## config.mk

```make
export PLATFORM = sky130hd
export DESIGN_NAME = matmul_cfg_queue
export DESIGN_NICKNAME = d
export VERILOG_FILES = /design/src/rtl/matmul_cfg_queue.sv
export SDC_FILE = /design/constraint.sdc
export NUM_CORES = 1
export LEC_CHECK = 0
export BUFFER_PORTS_ARGS = -buffer_cell sky130_fd_sc_hd__buf_2
export CAP_MARGIN = 40
export CORE_MARGIN = 8
export CORE_UTILIZATION = 55
export CTS_CLUSTER_SIZE = 30
export DETAILED_ROUTE_END_ITERATION = 16
export GPL_TIMING_DRIVEN = 0
export PLACE_DENSITY = 0.73
export SETUP_SLACK_MARGIN = 0.5
export SYNTH_ARGS = -nofsm -noshare
export SYNTH_HDL_FRONTEND = slang
export SYNTH_SLANG_ARGS = --single-unit
```

## constraint.sdc

```tcl
create_clock -name clk -period 6.55 [get_ports clk]
set_clock_uncertainty 0.05 [all_clocks]
set_input_delay 0.3275 -clock clk [delete_from_list [all_inputs] [get_ports clk]]
set_output_delay 0.3275 -clock clk [all_outputs]
set_load 0.02 [all_outputs]
```

## src/rtl/matmul_cfg_queue.sv

```systemverilog
// Configuration front-end for the systolic matmul engine: reassembles bus beats into
// data_config_struct records, validates them and queues accepted ones in a FIFO.
// Ports: clk/rst_n/flush; cfg_in_* beat stream (valid/ready, last); cfg_out_* FIFO head
// (valid/ready), cfg_count occupancy; err_valid/err_code/err_count rejection reporting.
// Latency: last beat in cycle N, record visible at the head in N+2 when the FIFO is empty.
// A full FIFO holds the record in COMMIT, which drops cfg_in_ready until a slot frees.
module matmul_cfg_queue #(
  parameter int MAX_ROW    = 16,
  parameter int MAX_COL    = 16,
  parameter int W_SIZE     = 512,
  parameter int I_SIZE     = 512,
  parameter int O_SIZE     = 512,
  parameter int EXTRA_BITS = 4,
  parameter int BUS_W      = 16,
  parameter int DEPTH      = 4,
  localparam int RW    = $clog2(MAX_ROW),
  localparam int CW    = $clog2(MAX_COL),
  localparam int WW    = $clog2(W_SIZE),
  localparam int IW    = $clog2(I_SIZE),
  localparam int OW    = $clog2(O_SIZE),
  localparam int CFG_W = RW + CW + IW + WW + IW + 2 * OW + 1 + EXTRA_BITS,
  localparam int PW    = $clog2(DEPTH)
) (
  input  logic             clk,
  input  logic             rst_n,
  input  logic             flush,
  input  logic             cfg_in_valid,
  output logic             cfg_in_ready,
  input  logic [BUS_W-1:0] cfg_in_data,
  input  logic             cfg_in_last,
  output logic             cfg_out_valid,
  input  logic             cfg_out_ready,
  output logic [CFG_W-1:0] cfg_out,
  output logic [PW:0]      cfg_count,
  output logic             err_valid,
  output logic [1:0]       err_code,
  output logic [7:0]       err_count
);

  localparam int NBEATS = (CFG_W + BUS_W - 1) / BUS_W;
  localparam int BCW    = $clog2(NBEATS + 1);

  typedef struct packed {
    logic [RW-1:0]         w_rows;
    logic [CW-1:0]         w_cols;
    logic [IW-1:0]         i_rows;
    logic [WW-1:0]         w_offset;
    logic [IW-1:0]         i_offset;
    logic [OW-1:0]         psum_offset;
    logic [OW-1:0]         o_offset_w;
    logic                  accum_en;
    logic [EXTRA_BITS-1:0] extra_config;
  } data_config_struct;

  typedef enum logic [1:0] {ASSEMBLE, COMMIT, DRAIN} state_t;

  state_t            state, state_nxt;
  logic [BCW-1:0]    beat_cnt;
  logic [CFG_W-1:0]  asm_q, asm_nxt;
  data_config_struct rec;
  data_config_struct mem [DEPTH];
  logic [PW:0]       wr_ptr, rd_ptr;
  logic              full, pop, push, last_beat;
  logic              beat_acc, cnt_clr, cnt_inc, frame_err, chk_err;
  logic [1:0]        chk_code;
  logic              zero_dim, range_bad;
  logic [31:0]       w_end, i_end, o_end, p_end;

  assign rec       = asm_q;
  assign last_beat = (beat_cnt == BCW'(NBEATS - 1));

  // FIFO status; the extra pointer bit separates full from empty
  assign cfg_count     = wr_ptr - rd_ptr;
  assign cfg_out_valid = (wr_ptr != rd_ptr);
  assign full          = (wr_ptr[PW] != rd_ptr[PW]) && (wr_ptr[PW-1:0] == rd_ptr[PW-1:0]);
  assign cfg_out       = mem[rd_ptr[PW-1:0]];
  assign pop           = cfg_out_valid && cfg_out_ready;

  // End addresses in 32 bits so the bound comparison never wraps
  assign w_end     = 32'(rec.w_offset) + 32'(rec.w_rows);
  assign i_end     = 32'(rec.i_offset) + 32'(rec.i_rows);
  assign o_end     = 32'(rec.o_offset_w) + 32'(rec.i_rows);
  assign p_end     = 32'(rec.psum_offset) + 32'(rec.i_rows);
  assign zero_dim  = (rec.w_rows == '0) || (rec.w_cols == '0) || (rec.i_rows == '0);
  assign range_bad = (w_end > 32'(W_SIZE)) || (i_end > 32'(I_SIZE)) || (o_end > 32'(O_SIZE)) ||
                     (rec.accum_en && (p_end > 32'(O_SIZE)));

  // Beat k lands LSB-first at bits [k*BUS_W +: BUS_W]; bits past CFG_W are dropped
  always_comb begin
    asm_nxt = asm_q;
    for (int b = 0; b < CFG_W; b++) begin
      if (beat_acc && (int'(beat_cnt) == b / BUS_W)) asm_nxt[b] = cfg_in_data[b % BUS_W];
    end
  end

  always_ff @(posedge clk or negedge rst_n) begin
    if (!rst_n) state <= ASSEMBLE;
    else        state <= state_nxt;
  end

  always_comb begin
    state_nxt    = state;
    cfg_in_ready = 1'b0;
    beat_acc     = 1'b0;
    cnt_clr      = 1'b0;
    cnt_inc      = 1'b0;
    frame_err    = 1'b0;
    chk_err      = 1'b0;
    chk_code     = 2'b00;
    push         = 1'b0;
    case (state)
      ASSEMBLE: begin
        cfg_in_ready = 1'b1;
        if (cfg_in_valid) begin
          beat_acc = 1'b1;
          if (last_beat) begin
            cnt_clr = 1'b1;
            if (cfg_in_last) begin
              state_nxt = COMMIT;
            end else begin
              // record overran its length: skip to the next 'last'
              frame_err = 1'b1;
              state_nxt = DRAIN;
            end
          end else if (cfg_in_last) begin
            cnt_clr   = 1'b1;
            frame_err = 1'b1;
          end else begin
            cnt_inc = 1'b1;
          end
        end
      end
      DRAIN: begin
        cfg_in_ready = 1'b1;
        if (cfg_in_valid && cfg_in_last) state_nxt = ASSEMBLE;
      end
      COMMIT: begin
        if (zero_dim) begin
          chk_err   = 1'b1;
          chk_code  = 2'b10;
          state_nxt = ASSEMBLE;
        end else if (range_bad) begin
          chk_err   = 1'b1;
          chk_code  = 2'b11;
          state_nxt = ASSEMBLE;
        end else if (!full || pop) begin
          push      = 1'b1;
          state_nxt = ASSEMBLE;
        end
      end
      default: state_nxt = ASSEMBLE;
    endcase
    // flush discards any in-flight beat or pending record without reporting it
    if (flush) begin
      state_nxt = ASSEMBLE;
      beat_acc  = 1'b0;
      cnt_inc   = 1'b0;
      cnt_clr   = 1'b1;
      frame_err = 1'b0;
      chk_err   = 1'b0;
      push      = 1'b0;
    end
  end

  always_ff @(posedge clk or negedge rst_n) begin
    if (!rst_n) begin
      beat_cnt <= '0;
      asm_q    <= '0;
    end else begin
      asm_q <= asm_nxt;
      if (cnt_clr)      beat_cnt <= '0;
      else if (cnt_inc) beat_cnt <= beat_cnt + BCW'(1);
    end
  end

  always_ff @(posedge clk or negedge rst_n) begin
    if (!rst_n) begin
      wr_ptr <= '0;
      rd_ptr <= '0;
      for (int i = 0; i < DEPTH; i++) mem[i] <= '0;
    end else if (flush) begin
      wr_ptr <= '0;
      rd_ptr <= '0;
    end else begin
      if (push) begin
        mem[wr_ptr[PW-1:0]] <= rec;
        wr_ptr              <= wr_ptr + 1'b1;
      end
      if (pop) rd_ptr <= rd_ptr + 1'b1;
    end
  end

  always_ff @(posedge clk or negedge rst_n) begin
    if (!rst_n) begin
      err_valid <= 1'b0;
      err_code  <= 2'b00;
      err_count <= 8'd0;
    end else begin
      err_valid <= frame_err || chk_err;
      if (frame_err || chk_err) begin
        err_code <= frame_err ? 2'b01 : chk_code;
        if (err_count != 8'hFF) err_count <= err_count + 8'd1;
      end
    end
  end

endmodule

```

# Word-level counts from Yosys, hierarchy flattened
# Index checks and enable logic that the tools add are counted.
dict set report totals {
  elab_cells 161
  out_inout_bits 74
  reg_bits 312
  inputBits 22
}
dict set report op_classes {
  mux 52
  n_lt_le_gt_ge 7
  bitwise_logic 3
  reduce_logical 29
  eq_ne 14
  n_addsub 9
}
# cell count
set ops {}
lappend ops {{$bwmux W232} 1}
lappend ops {{$mux W58} 3}
lappend ops {{$bmux W58 S2} 1}
lappend ops {{$demux W58 S2} 1}
lappend ops {{$gt A10 B10 Y1 const B} 4}
lappend ops {{$add A9 B9 Y10} 3}
lappend ops {{$mux W1} 27}
lappend ops {{$mux W2} 12}
lappend ops {{$mux W3} 6}
lappend ops {{$add A9 B4 Y10} 1}
lappend ops {{$add A3 B1 Y3 const B} 3}
lappend ops {{$logic_and A1 B1 Y1} 9}
lappend ops {{$logic_not A9 Y1} 1}
lappend ops {{$ne A3 B3 Y1 const B} 3}
lappend ops {{$add A8 B1 Y8 const B} 1}
lappend ops {{$logic_not A4 Y1} 2}
lappend ops {{$ne A8 B8 Y1 const B} 1}
lappend ops {{$logic_or A1 B1 Y1} 7}
lappend ops {{$eq A3 B2 Y1 const B} 2}
lappend ops {{$eq A3 B3 Y1 const B} 2}
lappend ops {{$ge A3 B3 Y1 const B} 2}
lappend ops {{$not A2 Y3} 2}
lappend ops {{$pmux W2 S3} 1}
lappend ops {{$reduce_bool A2 Y1} 3}
lappend ops {{other kinds (15)} 16}

# Depth between registers and ports, before layout
# Gate-level depths: netlist of run 1.
dict set report depth {
  ltp_word 11
  ltp_mapped 14
  depth_no_buf 12
}

# Worst setup path before layout of run 1
# OpenSTA, ideal clock, no wires.
dict set report synth_timing {
  path_type {register to register}
  from {reg asm_q[41]}
  to {reg mem[0] in the netlist's numbering}
  arrival_time_ps 3525
  path_buffers 2
  required_ps 6373
  synth_period_minus_slack_ps 3703
  setup_ps 127
  stages_incl_launch_ff 15
  slack_ps 2847
  cell_sequence {dfrtp_1 -> ha_1 -> inv_1 -> fa_1 -> nand2b_1 -> a21oi_2 -> mux2i_1 -> or4_1 -> nor4_1 -> o22ai_1 -> nor3_4 -> nand3_2 -> buf_2 -> buf_6 -> mux2_1}
}
dict set report synth_via {
  elab_chain_len 10
  elab_cells_between_ends 17
  classes_between {3 x add/sub; 3 x order compare; 4 x mux; 7 x reduce/logical}
}
# item line_no
set synth_lines {}
lappend synth_lines {{from (decl)} 59} ;# logic [CFG_W-1:0] asm_q, asm_nxt;
lappend synth_lines {{from (signal assigned)} 170} ;# asm_q <= asm_nxt;
lappend synth_lines {{$add A9 B9 Y10} 81} ;# assign i_end = 32'(rec.i_offset) + 32'(rec.i_rows);
lappend synth_lines {{$gt A10 B10 Y1} 85} ;# assign range_bad = (w_end > 32'(W_SIZE)) || (i_end > 32'(I_SIZE)) || (o_end > 32'(O_SIZE)) ||
lappend synth_lines {{$logic_or A1 B1 Y1 (3 in a row)} 85}
lappend synth_lines {{$mux W1} 142} ;# end else if (range_bad) begin
lappend synth_lines {{$mux W1 *} 138} ;# if (zero_dim) begin
lappend synth_lines {{$mux W1 *} 111} ;# case (state)
lappend synth_lines {{$mux W1 *} 154} ;# if (flush) begin
lappend synth_lines {{$reduce_and A2 Y1 (no source line) *} n/a}
lappend synth_lines {{to (signal, indexed assignment)} 186} ;# mem[wr_ptr[PW-1:0]] <= rec;
lappend synth_lines {{to (decl)} 61} ;# data_config_struct mem [DEPTH];
# Mark *: on every way between the ends. The rest lies on a longest branch, timed or not.
# A chain may end at the register's enable or synchronous reset.

# Worst setup path in the final report of run 1
dict set report layout_timing {
  from {reg asm_q[41]}
  to {reg mem[13] in the netlist's numbering}
}
# The elaborated chain is that of the path after synthesis.

==> flow_metrics.tcl, run 1 <==
set metrics [dict create \
    clock_tree_from_tritoncts "built" \
    syn-mean-instance-area_um2 14.45 \
    numCtsBuffers 35 \
    worst_slack_ns 1.595 \
    fin_nets 1253 \
    cts.repair_timing.setup_buffer_count 0 \
    post-place-ws_ns 1.689 \
    via_count 9217 \
    numPortBuffers 94 \
    wirelength_mm 34.75 \
    clk_pin_slew_ns 0.06 \
    die-height_um 181.2 \
    clk-insertion-delay-late_ns 0.50 \
    worstSetupPathType "reg2reg" \
    drc_violation_count_after_routing 0 \
    synth_warnings 0 \
    netlist-cell-type-count 59 \
    post_synth_instance_area_mm2 0.01502 \
    layout-drive-gt1-share 0.4332 \
    synth_edf_count 0 \
    std_cell_rows 60 \
    tritoncts_num_sinks 312 \
    synth_commonest_cells "312 x sky130_fd_sc_hd__dfrtp_1, 270 x sky130_fd_sc_hd__mux2_2, 58 x sky130_fd_sc_hd__mux4_2" \
    synthArstFlopShare 1.000 \
    grt_pass1_vias 9783 \
    grt_antenna_before_repair 0 \
    drt_iter0_drc 600 \
    io_pins 96 \
    timing.final.hold_violations 0 \
    floorplan.initialDensity 0.5587 \
    first_pass_iters 4 \
    postSynthNetCount 1111 \
    area_growth_pct 15.01 \
    netlist.top_cell.by_area "sky130_fd_sc_hd__dfrtp_1" \
    period_needed_ns 4.955 \
    final_max_slew_viol_count 0 \
    rsz0062_at_grt "false" \
    peak_freq_ghz 0.2018 \
    final_core_utilization 0.6426 \
    diodes 0 \
    grt_pass1_wl_mm 55.32 \
    critical_path.startpoint_type "flop" \
    detail_route.vias_per_cell 5.962 \
    floorplan.die_area_mm2 0.03284 \
    h-tree-depth 2 \
    postCtsResizedCells 0 \
    core_region_mm2 0.02688 \
    vdd_ir_drop_max_mv 0.2007 \
    post_drt_wl_per_cell_um 22.48 \
    power.leakage_nw 8.569 \
    total_power_mw 4.660 \
    timing.hold.ws_ns 0.02545 \
    synthMostInstantiatedCell "sky130_fd_sc_hd__dfrtp_1" \
    synth_flop_cell "sky130_fd_sc_hd__dfrtp_1" \
    final_antenna_net_count 0 \
    dp_hpwl_mm 23.68 \
    grt-ovfl-total 0 \
    maxcap_viol_count 0 \
    gp_routability_congestion 0.9030 \
    worst-endpoint-required_ns 6.88 \
    cp_max_fo 10 \
    status "complete, no violations" \
    yosysTopAreaCellShare 0.5200 \
    report.final.setup_viol 0 \
    synth.yosys.seq_area_share 0.5200 \
    worst_hold_path_type "in2reg" \
    worst-endpoint-arrival_ns 5.28 \
    relSlewSlack 0.4569 \
    instances_no_fill 1546 \
    fin_crit_sh 0.7565 \
    grt.total_usage 0.2143 \
    cts_root_buffer "sky130_fd_sc_hd__clkbuf_16" \
    totalNegativeSetupSlack_ns 0 \
    layout.cell_area.non_filler_mm2 0.01727 \
    placed_cells 1483 \
    cellPowerDensity_mw_per_mm2 269.9 \
    grt_start_max_net_pins 119 \
    synth_instances 1039 \
    placed_area_mm2 0.01606 \
    clock_path_buffers 3 \
    synth.ff_latch_count 312 \
    endpoint_kind "flop" \
    die_width_um 181.2 \
    cts_hold_buf 2 \
    yosys-top-cells-area "sky130_fd_sc_hd__dfrtp_1 52%, sky130_fd_sc_hd__mux2_2 20%, sky130_fd_sc_hd__mux4_2 8.7%" \
    tightestPinTransition_ns 0.8146 \
]
==> placed cells by master, fill, tap and decap left out, types with 4 or more instances in the layout <==
master and count:
sky130_fd_sc_hd__a211oi_1 8, sky130_fd_sc_hd__a21oi_1 24, sky130_fd_sc_hd__nand4_1 4, sky130_fd_sc_hd__a21boi_0 5
sky130_fd_sc_hd__nor3b_1 6, sky130_fd_sc_hd__clkbuf_16 37, sky130_fd_sc_hd__dfrtp_1 312, sky130_fd_sc_hd__buf_2 110
sky130_fd_sc_hd__nand3_2 4, sky130_fd_sc_hd__mux2i_1 6, sky130_fd_sc_hd__fa_1 5, sky130_fd_sc_hd__a2111oi_0 4
sky130_fd_sc_hd__clkbuf_8 8, sky130_fd_sc_hd__xnor2_1 7, sky130_fd_sc_hd__ha_1 45, sky130_fd_sc_hd__mux2_1 23
sky130_fd_sc_hd__nand2b_1 8, sky130_fd_sc_hd__mux2_2 270, sky130_fd_sc_hd__mux4_2 58, sky130_fd_sc_hd__buf_6 12
sky130_fd_sc_hd__o21ai_0 20, sky130_fd_sc_hd__xor2_1 11, sky130_fd_sc_hd__nand3_1 11, sky130_fd_sc_hd__nand3b_1 6
sky130_fd_sc_hd__inv_1 31, sky130_fd_sc_hd__a21o_1 4, sky130_fd_sc_hd__nor4_1 7, sky130_fd_sc_hd__nand2_1 26
sky130_fd_sc_hd__and3_1 5, sky130_fd_sc_hd__nor2b_1 6, sky130_fd_sc_hd__clkbuf_1 26, sky130_fd_sc_hd__clkinv_2 5
sky130_fd_sc_hd__nor2_1 34
==> layout make-up <==
type                       count  area [um^2]
buffer                        47        257.7
clock buffer                  52         1062
clock inverter                 9        122.6
fill                        2033         9607
inverter                      31        116.4
multi-input combinational    649         6834
sequential                   312         7807
tap                          341        426.7
timing repair buffer         105        641.9
==> per-layer routing <==
layer / vias up / wire (um) / track usage
li1: 4155 / - / -
met1: 4797 / 15740 / 0.2907
met2: 204 / 16330 / 0.3413
met3: 61 / 1660 / 0.04213
met4: 0 / 1023 / 0.07412
met5: - / 0 / 0
==> state kept, by name (all words and copies together), names as in the netlist <==
name       count
err_code       2
wr_ptr         3
mem          232
asm_q         58
err_count      8
rd_ptr         3
beat_cnt       3
state          2
err_valid      1
==> power breakdown <==
group | internal (mW) | switching [mW]
clock | 1.24 | 0.760
sequential | 2.00 | 0.155
combinational | 0.219 | 0.286
==> path summary, 6_finish.rpt <==
| check | startpoint | endpoint | slack [ns] | cells past startpoint |
|---|---|---|---|---|
| hold reg to reg | err_count[4] | err_count[4] | 0.43 | 1 |
| setup / recovery | asm_q[41] | mem[13] | 1.60 | 14 |
| hold / removal | cfg_in_valid | state[1] | 0.03 | 2 |
| setup reg to reg | asm_q[41] | mem[13] | 1.60 | 14 |
| max in group asynchronous | rst_n | mem[222] | 4.98 | 3 |
| min in group asynchronous | rst_n | mem[127] | 0.43 | 2 |
==> cell families after synthesis <==
family                   after synthesis  share of synthesized area
AO/OA/AOI/OAI                         89                    0.04050
multiplexers                         357                     0.3107
flip-flops                           312                     0.5200
AND/OR/NAND/NOR                      135                    0.04925
buffers and inverters                 78                    0.02491
adder cells (fa/ha/maj)               50                    0.04416
XOR/XNOR                              18                    0.01050
==> critical path, cell delays in order (launching register included) <==
cell and delay (ns):
sky130_fd_sc_hd__dfrtp_1 0.70, sky130_fd_sc_hd__ha_1 0.30, sky130_fd_sc_hd__inv_1 0.06, sky130_fd_sc_hd__fa_1 0.39
sky130_fd_sc_hd__nand2b_1 0.21, sky130_fd_sc_hd__a21oi_1 0.18, sky130_fd_sc_hd__mux2i_1 0.10, sky130_fd_sc_hd__or4b_1 0.54
sky130_fd_sc_hd__a211oi_1 0.32, sky130_fd_sc_hd__o22ai_1 0.35, sky130_fd_sc_hd__nor3_4 0.43, sky130_fd_sc_hd__nand3_2 0.31
sky130_fd_sc_hd__buf_2 0.32, sky130_fd_sc_hd__buf_6 0.21, sky130_fd_sc_hd__mux2_1 0.33
No activity file was read; power rests on OpenSTA's default activity.
==> inputs of run 2 (changes only) <==
==> constraint.sdc (replaced) <==
create_clock -name clk -period 4.8 [get_ports clk]
set_clock_uncertainty 0.05 [all_clocks]
set_input_delay 0.24 -clock clk [delete_from_list [all_inputs] [get_ports clk]]
set_output_delay 0.24 -clock clk [all_outputs]
set_load 0.02 [all_outputs]
==> run 2 against run 1 <==
First-iteration DRC count rose by 4.7%; register-to-register slack got worse by 1.0 ns; total power rose by 37%; flip-flop and latch count did not move; sequential share of layout area fell by 0.60 points; final cell count rose by 0.84%; setup slack got worse by 1.0 ns; critical endpoint is now mem[158].
==> flow_metrics.tcl, run 2 (synthesized netlist as in run 1, its figures left out) <==
set metrics [dict create \
    relSlewSlack 0.4540 \
    report.final.setup_viol 0 \
    drc_violation_count_after_routing 0 \
    final_antenna_net_count 0 \
    worstSetupPathType "reg2reg" \
    tightestPinTransition_ns 0.8190 \
    post-place-ws_ns -0.06096 \
    cts_root_buffer "sky130_fd_sc_hd__clkbuf_16" \
    clock_tree_from_tritoncts "built" \
    power.switching_mw 1.659 \
    numCtsBuffers 35 \
    cp_max_fo 10 \
    via_count 9329 \
    critical_path.slowest_cell "sky130_fd_sc_hd__or4b_4" \
    die_width_um 181.2 \
    p_comb_frac 0.115 \
    h-tree-depth 2 \
    worst-endpoint-required_ns 5.13 \
    worstHoldPathCells 2 \
    filler_cell_count 1985 \
    power.clock.fraction 0.426 \
    grt-ovfl-total 0 \
    dp_hpwl_mm 23.68 \
    timing.reg2reg.setup_slack_ns 0.59 \
    power.internal_mw 4.738 \
    power.leakage_nw 8.661 \
    peak_freq_ghz 0.2377 \
    top_library_cells_by_usage_in_the_layout_fill_and_taps_aside "307 x sky130_fd_sc_hd__dfrtp_1, 270 x sky130_fd_sc_hd__mux2_2, 104 x sky130_fd_sc_hd__buf_2" \
    worst_hold_path_type "in2reg" \
    maxcap_viol_count 0 \
    drt_iter0_drc 628 \
    timing.rr.start "asm_q[41]" \
    numPortBuffers 94 \
    crit-reg2reg-capture "mem[158]" \
    die-height_um 181.2 \
    layout-drive-gt1-share 0.4433 \
    layout_top_registers "mem: 232 flops, asm_q: 58 flops, err_count: 8 flops" \
    most_frequent_standard_cell_in_the_layout_excluding_fill_and_tap_cells "sky130_fd_sc_hd__dfrtp_1" \
    fin_crit_sh 0.8763 \
    wirelength_mm 34.90 \
    worst_slack_ns 0.5938 \
    grt_start_max_net_pins 119 \
    cellPowerDensity_mw_per_mm2 365.3 \
    period_needed_ns 4.206 \
    post_drt_wl_per_cell_um 22.38 \
    grt_pass1_vias 9845 \
    share_seq_of_total_power 0.459 \
    fin_nets 1266 \
    floorplan.die_area_mm2 0.03284 \
    clock_path_buffers 3 \
    rsz0062_at_grt "true" \
    timing.final.hold_violations 0 \
    layout.cell_area.non_filler_mm2 0.01751 \
    grt_antenna_before_repair 0 \
    std_cell_rows 60 \
    io_pins 96 \
    critical_path.startpoint_type "flop" \
    clk_pin_slew_ns 0.06 \
    hp-start "cfg_in_data[11]" \
    floorplan.initialDensity 0.5587 \
    worst-endpoint-arrival_ns 4.54 \
    hold_path_end "asm_q[43]" \
    first_pass_iters 4 \
    placed_area_mm2 0.01606 \
    diodes 0 \
    clk-insertion-delay-late_ns 0.50 \
    grt.total_usage 0.2151 \
    r2r_cells 15 \
    vdd_ir_drop_max_mv 0.2742 \
    cp_slowest_stage_delay_ns 0.57 \
    area_growth_pct 16.64 \
    tritoncts_num_sinks 312 \
    final_max_slew_viol_count 0 \
    status "complete, no violations" \
    detail_route.vias_per_cell 5.984 \
    worstPathCellList "ha_1 -> inv_1 -> fa_1 -> nand2b_1 -> a21oi_1 -> mux2i_1 -> or4b_4 -> a211oi_4 -> o22ai_4 -> nor3_4 -> buf_4 -> nand3_2 -> buf_6 -> buf_6 -> mux2_1" \
    crit_path_most_repeated_cell "sky130_fd_sc_hd__buf_6" \
    largest_register_ff_count 232 \
    grt_pass1_wl_mm 55.57 \
    endpoint_kind "flop" \
    gp_routability_congestion 0.9030 \
    p_sw_frac 0.2593 \
    core_region_mm2 0.02688 \
    register_with_the_most_flip_flops "mem" \
]
[run 2: cell count changes in the layout (fill, tap and decap cells not counted), moves of 2 or more]
cell	previous run	this run
sky130_fd_sc_hd__nand3_4	0	2
sky130_fd_sc_hd__dfrtp_2	0	5
sky130_fd_sc_hd__buf_6	12	14
sky130_fd_sc_hd__dlygate4sd3_1	2	8
sky130_fd_sc_hd__clkbuf_4	0	2
sky130_fd_sc_hd__dfrtp_1	312	307
sky130_fd_sc_hd__buf_12	0	2
sky130_fd_sc_hd__nand3_2	4	2
sky130_fd_sc_hd__buf_2	110	104
sky130_fd_sc_hd__buf_4	0	7
[run 2: repair_timing]
item / CTS / global route
endpoints found under the setup margin: 240 / 233
hold buffers: 7 / 1
hold endpoints to repair: 114 / 1
setup buffers: 6 / 1
pin swaps: 2 / 1
resized for setup: 10 / 19
[run 2: cell type report]
type	count	area [um^2]	share of cell area
Buffer	47	292.8	0.01672
Clock buffer	52	1062	0.06065
Multi-Input combinational cell	649	6913	0.3947
Clock inverter	9	122.6	0.007001
Sequential cell	312	7814	0.4461
Tap cell	341	426.7	0.02436
Timing Repair Buffer	118	767.0	0.04379
Inverter	31	116.4	0.006644
[run 2: layer usage]
layer / track usage / share of wire / routed length (um)
met1: 0.2912 / 0.45 / 15700
met2: 0.3424 / 0.47 / 16400
met3: 0.04293 / 0.052 / 1812
met4: 0.07543 / 0.028 / 981
met5: 0 / 0 / 0
[run 2: power groups by stage]
stage	registers, mW	logic (mW)	clock network (mW)
2_1_floorplan	2.92	0.462	0
3_3_place_gp	2.99	0.654	0
3_5_place_dp	2.99	0.678	0
4_1_cts	2.94	0.712	2.78
5_1_grt	2.96	0.823	2.89
6_report	2.94	0.736	2.72
[run 2: worst max-delay path by stage]
stage,to,slack [ns],from,cells after the start
floorplan,mem[0],1.10,asm_q[41],14
global placement,mem[157],-2.47,rst_n,1
detailed placement,mem[40],-0.06,asm_q[41],14
CTS,mem[92],0.51,asm_q[14],16
global route,mem[151],0.45,asm_q[23],15
finish,mem[158],0.59,asm_q[41],15
[run 2: critical path, delay by kind of cell (launching register included)]
family	cells	cell delay, ns
AO/OA/AOI/OAI	3	0.67
AND/OR/NAND/NOR	4	1.20
buffers and inverters	4	0.68
multiplexers	2	0.43
adder cells (fa/ha/maj)	2	0.60
flip-flops	1	0.42
[run 2: through the flow]
stage | TNS, ns | total power, mW | utilization | hold slack, ns | std cells
after floorplan | 0 | 3.382 | - | -0.1056 | 1039
after global placement | -761.90 | 3.643 | 0.5921 | 0.4200 | 1474
after detailed placement | -0.8168 | 3.668 | 0.5977 | 0.3045 | 1483
after CTS | 0 | 6.432 | 0.6476 | 0.001673 | 1557
after global routing | 0 | 6.667 | 0.6517 | 0.01383 | 1559
final | 0 | 6.397 | 0.6517 | 0.02276 | 1559
==> inputs of run 3 (changes only) <==
--- a/config.mk
+++ b/config.mk
@@ -5,6 +5,7 @@
 export SDC_FILE = /design/constraint.sdc
 export NUM_CORES = 1
 export LEC_CHECK = 0
+export ABC_AREA = 1
 export BUFFER_PORTS_ARGS = -buffer_cell sky130_fd_sc_hd__buf_2
 export CAP_MARGIN = 40
 export CORE_MARGIN = 8
==> constraint.sdc (replaced) <==
create_clock -name clk -period 3.9 [get_ports clk]
set_clock_uncertainty 0.05 [all_clocks]
set_input_delay 0.195 -clock clk [delete_from_list [all_inputs] [get_ports clk]]
set_output_delay 0.195 -clock clk [all_outputs]
set_load 0.02 [all_outputs]
==> run 3 against run 2 <==
Die area fell by 0.19%; final area rose by 2.1%; count of clock-buffer cells in the layout shrank 3; routed wire length up 35%; clock power rose by 29%; first-iteration DRC count rose by 110%; area after synthesis shrank 0.21%; non-clock buffer count increased by 69; core utilization up 1.4 points; largest cell class unchanged; largest power group is now combinational logic; highest routed layer unchanged.
==> flow_metrics.tcl, run 3 <==
set metrics [dict create \
    grt_pass1_wl_mm 73.54 \
    p_sw_frac 0.4153 \
    via_count 13670 \
    final_max_slew_viol_count 0 \
    worst-endpoint-arrival_ns 3.70 \
    synth_flop_cell "sky130_fd_sc_hd__dfrtp_1" \
    postSynthNetCount 1861 \
    maxcap_viol_count 0 \
    cp_slowest_stage_delay_ns 0.51 \
    cellPowerDensity_mw_per_mm2 748.0 \
    h-tree-depth 2 \
    cp_max_fo 8 \
    endpoint_kind "flop" \
    numCtsBuffers 34 \
    worst-endpoint-required_ns 4.22 \
    io_pins 96 \
    post_synth_instance_area_mm2 0.01498 \
    status "complete, no violations" \
    post_drt_wl_per_cell_um 20.21 \
    share_seq_of_total_power 0.310 \
    power.internal_mw 7.821 \
    report.final.setup_viol 0 \
    grt_pass1_vias 13460 \
    area_growth_pct 19.36 \
    cts_root_buffer "sky130_fd_sc_hd__clkbuf_16" \
    worstPathCellList "ha_4 -> inv_1 -> fa_2 -> nand2_1 -> a21oi_2 -> nand2_1 -> nor2_1 -> nand2_1 -> nor2_1 -> nand3_2 -> a21oi_4 -> nand2_4 -> nor2_8 -> nand4_4 -> buf_12 -> clkbuf_16 -> nand2_2 -> o21ai_1" \
    grt-ovfl-total 0 \
    grt.total_usage 0.2816 \
    std_cell_rows 60 \
    register_with_the_most_flip_flops "mem" \
    r2r_cells 18 \
    synth_edf_count 0 \
    peak_freq_ghz 0.2959 \
    vdd_ir_drop_max_mv 0.4175 \
    power.leakage_nw 8.900 \
    synth.ff_latch_count 312 \
    synth_warnings 0 \
    synth_instances 1789 \
    synth.yosys.seq_area_share 0.5210 \
    grt_antenna_before_repair 0 \
    clock_tree_from_tritoncts "built" \
    synthMostInstantiatedCell "sky130_fd_sc_hd__nand2_1" \
    worst_hold_path_type "in2reg" \
    period_needed_ns 3.379 \
    wirelength_mm 47.02 \
    die-height_um 181.1 \
    die_width_um 181.1 \
    largest_register_ff_count 232 \
    crit_path_most_repeated_cell "sky130_fd_sc_hd__nand2_1" \
    gp_routability_congestion 0.9248 \
    clk_pin_slew_ns 0.06 \
    top_library_cells_by_usage_in_the_layout_fill_and_taps_aside "406 x sky130_fd_sc_hd__nand2_1, 310 x sky130_fd_sc_hd__dfrtp_1, 230 x sky130_fd_sc_hd__o21ai_0" \
    relSlewSlack 0.5367 \
    fin_crit_sh 0.8665 \
    clk-insertion-delay-late_ns 0.52 \
    floorplan.die_area_mm2 0.03278 \
    floorplan.initialDensity 0.5575 \
    worstSetupPathType "reg2reg" \
    syn-mean-instance-area_um2 8.376 \
    core_region_mm2 0.02688 \
    clock_path_buffers 3 \
    critical_path.slowest_cell "sky130_fd_sc_hd__fa_2" \
    critical_path.startpoint_type "flop" \
    final_antenna_net_count 0 \
    yosysTopAreaCellShare 0.5210 \
    tritoncts_num_sinks 312 \
    synthArstFlopShare 1.000 \
    synth_commonest_cells "434 x sky130_fd_sc_hd__nand2_1, 312 x sky130_fd_sc_hd__dfrtp_1, 240 x sky130_fd_sc_hd__o21ai_0" \
    numPortBuffers 95 \
    timing.final.hold_violations 0 \
    grt_start_max_net_pins 124 \
    layout_top_registers "mem: 232 flops, asm_q: 58 flops, err_count: 8 flops" \
    detail_route.vias_per_cell 5.872 \
    layout-drive-gt1-share 0.1436 \
    fin_nets 2033 \
    netlist-cell-type-count 37 \
    power.switching_mw 5.556 \
    worstHoldPathCells 3 \
    p_comb_frac 0.428 \
    most_frequent_standard_cell_in_the_layout_excluding_fill_and_tap_cells "sky130_fd_sc_hd__nand2_1" \
    netlist.top_cell.by_area "sky130_fd_sc_hd__dfrtp_1" \
    rsz0062_at_grt "true" \
    power.clock.fraction 0.262 \
    drt_iter0_drc 1327 \
    first_pass_iters 5 \
    tightestPinTransition_ns 0.6949 \
    yosys-top-cells-area "sky130_fd_sc_hd__dfrtp_1 52%, sky130_fd_sc_hd__nand2_1 11%, sky130_fd_sc_hd__o21ai_0 8.0%" \
    drc_violation_count_after_routing 0 \
    timing.hold.ws_ns 0.01275 \
    final_core_utilization 0.6655 \
    dp_hpwl_mm 31.29 \
]
==> run 3: metal layers <==
metal,global-route usage,wire (um),vias to the layer above
li1,-,-,6281
met1,0.3664,19510,6684
met2,0.4527,21670,575
met3,0.05938,3904,125
met4,0.1184,1943,0
met5,0,0,-
==> run 3: cells by family (layout without fill, tap and decap cells) <==
logic type | Yosys count | count (layout) | synth area share
simple gates | 684 | 684 | 0.1865
xor+xnor | 10 | 10 | 0.005845
other cells | 0 | 1 | 0
compound gates | 502 | 502 | 0.1743
fa+ha+maj | 50 | 50 | 0.04426
flops | 312 | 312 | 0.5210
buf+inv | 231 | 427 | 0.06805
==> run 3: what timing repair did <==
item / CTS / global route
pin swaps: 9 / 12
cloned: 0 / 3
hold endpoints to repair: 121 / 0
setup endpoints to repair: 243 / 255
hold buffers: 19 / 0
buffers inserted: 12 / 5
gates resized for setup: 25 / 103
==> run 3: through the flow <==
| stage | area (um^2) | setup WS [ns] | TNS [ns] | total power, mW | cells |
|---|---|---|---|---|---|
| floorplan | 14980 | 1.147 | 0 | 7.798 | 1789 |
| global placement | 15890 | -3.279 | -1009.63 | 9.443 | 2225 |
| detailed placement | 15950 | 0.03310 | 0 | 9.563 | 2227 |
| CTS | 17550 | 0.5001 | 0 | 13.19 | 2318 |
| global route | 17880 | 0.4489 | 0 | 14.19 | 2326 |
| finish | 17880 | 0.5208 | 0 | 13.38 | 2327 |
==> run 3: worst max-delay path, delay by kind of cell, from the launching register on <==
family / cells / cell delay, ns
buffers and inverters: 3 / 0.47
adders and majority gates: 2 / 0.68
and+or+nand+nor: 10 / 1.12
DFF: 1 / 0.48
AOI/OAI and AO/OA: 3 / 0.41
==> run 3: power groups by stage <==
stage | registers (mW) | logic (mW) | clock network [mW]
2_1_floorplan | 4.06 | 3.74 | 0
3_3_place_gp | 4.16 | 5.28 | 0
3_5_place_dp | 4.18 | 5.39 | 0
4_1_cts | 4.13 | 5.53 | 3.53
5_1_grt | 4.19 | 6.36 | 3.65
6_report | 4.14 | 5.73 | 3.50
==> run 3: path summary, 6_finish.rpt <==
kind	start	end	slack, ns
min	cfg_in_data[7]	asm_q[7]	0.01
max reg2reg	asm_q[41]	mem[81]	0.52
max	asm_q[41]	mem[81]	0.52
min reg2reg	mem[121]	mem[121]	0.43
min in group asynchronous	rst_n	mem[198]	0.20
max in group asynchronous	rst_n	rd_ptr[2]	2.12
==> run 3: cell type report <==
class                           instances  area, um^2
Clock buffer                           49        1008
Timing Repair Buffer                  136       987.2
Clock inverter                         11       209.0
Inverter                              133       503.0
Tap cell                              341       426.7
Fill cell                            2190        8991
Buffer                                 98       600.6
Antenna cell                            1       2.502
Sequential cell                       312        7810
Multi-Input combinational cell       1246        6337
